`src/rtl/uart_pkg.sv`:
```
// rtl/uart_pkg.sv - shared types and constants for the UART transmit arbiter
package uart_pkg;

    typedef enum logic [1:0] {
        ARB_IDLE,
        ARB_LOAD,
        ARB_SEND
    } arb_state_t;

    localparam int UART_DATA_BITS   = 8;
    // 16 sTicks each for start bit, every data bit and the stop bit
    localparam int UART_FRAME_TICKS = 160;
    // frame tick counter width; must hold UART_FRAME_TICKS-1
    localparam int UART_TICK_W      = 8;

endpackage

```
`src/rtl/uart_arb_pick.sv`:
```
// rtl/uart_arb_pick.sv - combinational winner select; rotating search under UART_TX_ARB_RR_EN
module uart_arb_pick
    import uart_pkg::*;
#(
    parameter int NUM_REQ = 2,
    localparam int IW = $clog2(NUM_REQ)
) (
    input  logic [NUM_REQ-1:0] req,
    input  logic [IW-1:0]      rr_ptr,
    output logic [NUM_REQ-1:0] grant,
    output logic [IW-1:0]      w,
    output logic               valid
);

`ifdef UART_TX_ARB_RR_EN
    int idx;

    // Search upward from rr_ptr with wrap; walking downward lets the closest hit win.
    always_comb begin
        w     = '0;
        valid = 1'b0;
        idx   = 0;
        for (int k = NUM_REQ - 1; k >= 0; k--) begin
            idx = int'(rr_ptr) + k;
            if (idx >= NUM_REQ) begin
                idx = idx - NUM_REQ;
            end
            if (req[idx]) begin
                w     = IW'(idx);
                valid = 1'b1;
            end
        end
    end
`else
    logic unused_rr_ptr;
    assign unused_rr_ptr = ^rr_ptr;

    // Fixed priority: walking downward leaves the lowest requesting index as winner.
    always_comb begin
        w     = '0;
        valid = 1'b0;
        for (int k = NUM_REQ - 1; k >= 0; k--) begin
            if (req[k]) begin
                w     = IW'(k);
                valid = 1'b1;
            end
        end
    end
`endif

    assign grant = valid ? (NUM_REQ'(1) << w) : '0;

endmodule

```
`src/rtl/uart_tx_arbiter.sv`:
```
// rtl/uart_tx_arbiter.sv - shares one 8N1 UART transmitter among NUM_REQ sources; round-robin when UART_TX_ARB_RR_EN is defined
module uart_tx_arbiter
    import uart_pkg::*;
#(
    parameter int NUM_REQ     = 2,
    parameter int DATA_BITS   = UART_DATA_BITS,
    parameter int FRAME_TICKS = UART_FRAME_TICKS,
    localparam int IW = $clog2(NUM_REQ)
) (
    input  logic                          clk,
    input  logic                          reset,
    input  logic                          sTick,
    input  logic [NUM_REQ-1:0]            req,
    input  logic [NUM_REQ*DATA_BITS-1:0]  reqData,
    output logic [NUM_REQ-1:0]            ack,
    output logic                          txStart,
    output logic [DATA_BITS-1:0]          din,
    input  logic                          txDoneTick,
    output logic                          busy,
    output logic [IW-1:0]                 grantId
);

    localparam logic [UART_TICK_W-1:0] LAST_TICK = UART_TICK_W'(FRAME_TICKS - 1);

    arb_state_t             state;
    arb_state_t             state_next;
    logic [DATA_BITS-1:0]   hold_reg;
    logic [UART_TICK_W-1:0] tick_cnt;
    logic [IW-1:0]          grant_id;
    logic [IW-1:0]          rr_ptr;

    logic [NUM_REQ-1:0]     pick_grant;
    logic [IW-1:0]          pick_w;
    logic                   pick_valid;

    logic                   take;
    logic                   frame_end;

    uart_arb_pick #(
        .NUM_REQ (NUM_REQ)
    ) u_pick (
        .req    (req),
        .rr_ptr (rr_ptr),
        .grant  (pick_grant),
        .w      (pick_w),
        .valid  (pick_valid)
    );

    // A byte is captured only from IDLE; reset suppresses ack so no source drops a byte we discard.
    assign take      = (state == ARB_IDLE) && pick_valid && !reset;
    assign frame_end = (state == ARB_SEND) && sTick && (tick_cnt == LAST_TICK);

    // State register.
    always_ff @(posedge clk) begin
        if (reset) begin
            state <= ARB_IDLE;
        end else begin
            state <= state_next;
        end
    end

    // Next state and transmitter-facing outputs; din stays on hold_reg for the whole frame.
    always_comb begin
        state_next = state;
        ack        = '0;
        txStart    = 1'b0;
        din        = '0;
        case (state)
            ARB_IDLE: begin
                if (take) begin
                    ack        = pick_grant;
                    state_next = ARB_LOAD;
                end
            end
            ARB_LOAD: begin
                txStart = 1'b1;
                din     = hold_reg;
                if (txDoneTick) begin
                    state_next = ARB_SEND;
                end
            end
            ARB_SEND: begin
                din = hold_reg;
                if (frame_end) begin
                    state_next = ARB_IDLE;
                end
            end
            default: begin
                state_next = ARB_IDLE;
            end
        endcase
    end

    assign busy    = (state != ARB_IDLE);
    assign grantId = grant_id;

    // Hold register, granted index and frame tick counter; sTicks only count once in SEND.
    always_ff @(posedge clk) begin
        if (reset) begin
            hold_reg <= '0;
            grant_id <= '0;
            tick_cnt <= '0;
        end else begin
            case (state)
                ARB_IDLE: begin
                    if (take) begin
                        hold_reg <= reqData[int'(pick_w)*DATA_BITS +: DATA_BITS];
                        grant_id <= pick_w;
                    end
                end
                ARB_LOAD: begin
                    tick_cnt <= '0;
                end
                ARB_SEND: begin
                    if (sTick) begin
                        if (tick_cnt == LAST_TICK) begin
                            tick_cnt <= '0;
                        end else begin
                            tick_cnt <= tick_cnt + 1'b1;
                        end
                    end
                end
                default: begin
                    tick_cnt <= '0;
                end
            endcase
        end
    end

`ifdef UART_TX_ARB_RR_EN
    // Rotate the search start to just past the last winner.
    always_ff @(posedge clk) begin
        if (reset) begin
            rr_ptr <= '0;
        end else if (take) begin
            if (int'(pick_w) == NUM_REQ - 1) begin
                rr_ptr <= '0;
            end else begin
                rr_ptr <= pick_w + 1'b1;
            end
        end
    end
`else
    assign rr_ptr = '0;
`endif

endmodule

```
`config.mk`:
```
export PLATFORM = sky130hd
export DESIGN_NAME = uart_tx_arbiter
export DESIGN_NICKNAME = d
export VERILOG_FILES = /design/src/rtl/uart_pkg.sv /design/src/rtl/uart_arb_pick.sv /design/src/rtl/uart_tx_arbiter.sv
export SDC_FILE = /design/constraint.sdc
export NUM_CORES = 1
export LEC_CHECK = 0
export ABC_AREA = 1
export CELL_PAD_IN_SITES_DETAIL_PLACEMENT = 0
export CELL_PAD_IN_SITES_GLOBAL_PLACEMENT = 1
export CORE_MARGIN = 10
export CORE_UTILIZATION = 36
export CTS_BUF_LIST = sky130_fd_sc_hd__clkbuf_16
export DETAILED_ROUTE_END_ITERATION = 10
export GPL_TIMING_DRIVEN = 0
export PLACE_DENSITY = 0.91
export SYNTH_ARGS = -nofsm -noshare
export SYNTH_HDL_FRONTEND = slang
export SYNTH_SLANG_ARGS = --single-unit
```
`constraint.sdc`:
```
create_clock -name clk -period 3.6 [get_ports clk]
set_clock_uncertainty 0.1 [all_clocks]
set_input_delay 0.72 -clock clk [delete_from_list [all_inputs] [get_ports clk]]
set_output_delay 0.72 -clock clk [all_outputs]
set_load 0.005 [all_outputs]
```
==> summary.txt <==
Synthesis
  – Largest cells by area after synthesis: dfxtp_1 31%, nand2_1 11%, inv_1 6.8%, ha_1 6.2%, nand3_1 5.4%
  – Number of synthesized register bits: 19
  – Dominant cell type by area after synthesis: dfxtp_1
  – Distinct cells, synth: 32
  – Register area share after synthesis: 31.5%
  – Syn Nets: 186
  – Yosys top cell area share: 31.5%
  – Syn_area_per_cell: 7.65 µm²
  – Synthesis Warnings: 0
  – Synth Cell Area: 1210 µm²
  – Synth Instances: 158

STA
  – Achievable Freq: 315 MHz
  – Hold Slack: 0.379 ns
  – Min Tclk post-route: 3.17 ns
  – Slew Viols, Final: 0
  – Final period utilization: 88.2%
  – Worst slew pin tran: 0.392 ns
  – TNS Setup: 0 ns
  – Slew margin rel.: 73.8%
  – Final setup fails: 0
  – Final WS setup: 0.425 ns
  – Unrepaired setup endpoints after global routing: false
  – Fin. Hold Viols: 0

Placed design
  – IO Port Bufs: 33
  – Placed cells: 235
  – Final GP Congestion: 0.811
  – Post-detail-place hpwl: 2.35 mm
  – Worst slack at placement: 0.428 ns

Clocking
  – CTS buffer count: 3
  – Clock Path Buffers: 2
  – CTS tree: yes
  – Reg clk slew, reported paths: 0.05 ns
  – H-tree levels: 1
  – Root buf cell: clkbuf_16
  – Clock tree sinks: 19
  – Post-CTS Setup Bufs: 0
  – Post-cts hold buffer count: 0
  – Worst skew pair latency: 0.26 ns
  – # resized after CTS: 0

Final layout
  – Commonest non-fill, non-tap cell in the layout: nand2_1
  – Share of layout cells above drive strength 1: 17.9%
  – Multi-input gate area: 686 µm²
  – Fillers: 312
  – Nets: 224
  – Storage cell area: 380 µm²
  – Non-filler cells, final: 239
  – Most frequent cells in the layout: 35 x nand2_1, 33 x clkdlybuf4s50_1, 22 x inv_1
  – N_diodes: 0
  – Syn-to-layout area delta: 38.5%

Critical path
  – CP arrival: 2.35 ns
  – Most Frequent Cell on Critical Path: clkdlybuf4s50_1
  – Top Family by Delay on Critical Path: buffers and inverters
  – Crit-path slowest cell: clkdlybuf4s50_1
  – Crit path kind: primary input to output port
  – Startpoint Class: primary input
  – Worst Path Buf+Inv: 3
  – Crit end category: output port
  – Worst-path fanout max: 8
  – Critical path required time: 2.78 ns
  – CP Cell Sequence: clkdlybuf4s50_1 -> o21ai_4 -> nor2_4 -> nand3_1 -> inv_1 -> clkdlybuf4s50_1
  – Slowest cell delay on critical path: 0.61 ns

Run
  – Max Cap Violations: 0

Drt
  – Routed len/inst: 12.1 µm
  – DRT Wirelength: 2.90 mm
  – Post-route ant nets: 0
  – Total iterations of the first detailed-routing run: 4
  – DRC viols: 0
  – Total number of vias: 1077
  – Vias/cell: 4.51
  – Iter 0 DRT Violations: 36

Floorplanning
  – Die Span X: 77.9 µm
  – Full die area: 6070 µm²
  – Core footprint: 3130 µm²
  – Die Y: 77.9 µm
  – Row count: 20
  – Initial core utilization: 38.6%
  – IO Count: 35

Global route
  – GRT Util Overall: 10.1%
  – Initial antenna violation count: 0
  – Largest net degree at the start of global routing: 12
  – Overflow after GRT: 0
  – Vias in the first global route: 1186
  – First-pass GRT wire length: 5.08 mm

Pwr
  – Max VDD drop: 0.313 mV
  – Total power: 1.05 mW
  – Leak Pwr: 0.759 nW
  – PD cells: 627 nW/µm²

Min path
  – Hold/Removal Path Class: flop to flop

Status
  – Status: finished, final reports clean
[synth_stat cells, drive strengths merged]
cell and count:
buf 2, nor3 2, nand3 14, and3 1, a21oi 3, nand2 42, ha 6, dfxtp 19
o21ai 9, a211oi 1, inv 29, xor2 1, nand4 4, or2 1, mux2 4, nor2 13
a31oi 5, xnor2 1, clkbuf 1
[cell families (layout without fill, tap and decap cells)]
logic type | after synthesis | after routing | synth area share [%]
XOR/XNOR | 2 | 2 | 1.45
buffers and inverters | 32 | 69 | 11.8
flip-flops | 19 | 19 | 31.5
AND/OR/NAND/NOR | 77 | 77 | 34.1
multiplexers | 4 | 4 | 4.97
adder cells (fa/ha/maj) | 6 | 6 | 6.21
AO/OA/AOI/OAI | 18 | 18 | 10.0
[cell type report]
type                    instances  share of cell area [%]
multi-input cells             107                    41.0
flip-flops and latches         19                    22.7
repair buffers                 33                    19.7
inverters                      29                    6.95
clock buffers                   3                    4.48
well taps                      44                    3.29
plain buffers                   3                    1.57
clock inverters                 1                   0.299
[per-stage QoR]
stage / utilization [%] / area [µm²]
floorplan: - / 1210
global placement: 51.0 / 1590
detailed placement: 51.0 / 1590
CTS: 53.5 / 1670
global route: 53.5 / 1670
finish: 53.5 / 1670
[worst reg2reg max path, cell delays in order (launching register included)]
cell     delay, ns
dfxtp_1       0.38
inv_1         0.11
ha_1          0.32
inv_4         0.12
nand2_8       0.08
nor2_4        0.14
and3_1        0.18
nor3_2        0.04
[worst paths after layout]
check | endpoint | slack, ns | startpoint | cells after the start
setup / recovery | ack[1] | 0.43 | req[0] | 6
hold / removal | hold_reg[5] | 0.38 | hold_reg[5] | 2
setup reg to reg | tick_cnt[4] | 2.01 | state[0] | 7
hold reg to reg | hold_reg[5] | 0.38 | hold_reg[5] | 2
[per-layer routing]
layer | routed length, µm | share of wire, % | up-vias | GRT usage, %
met5 | 0 | 0 | - | 0
met4 | 48 | 1.7 | 0 | 4.48
met3 | 247 | 8.5 | 5 | 5.18
met2 | 1340 | 46 | 28 | 17.3
met1 | 1270 | 44 | 468 | 9.90
li1 | - | - | 576 | -
[where the power goes]
group | leakage (nW) | total [mW] | internal [mW] | switching [mW]
Clock | 0.0409 | 0.236 | 0.149 | 0.0864
Sequential | 0.156 | 0.285 | 0.256 | 0.0283
Combinational | 0.563 | 0.529 | 0.226 | 0.304
Note: power is estimated with default switching activity, not from simulation.
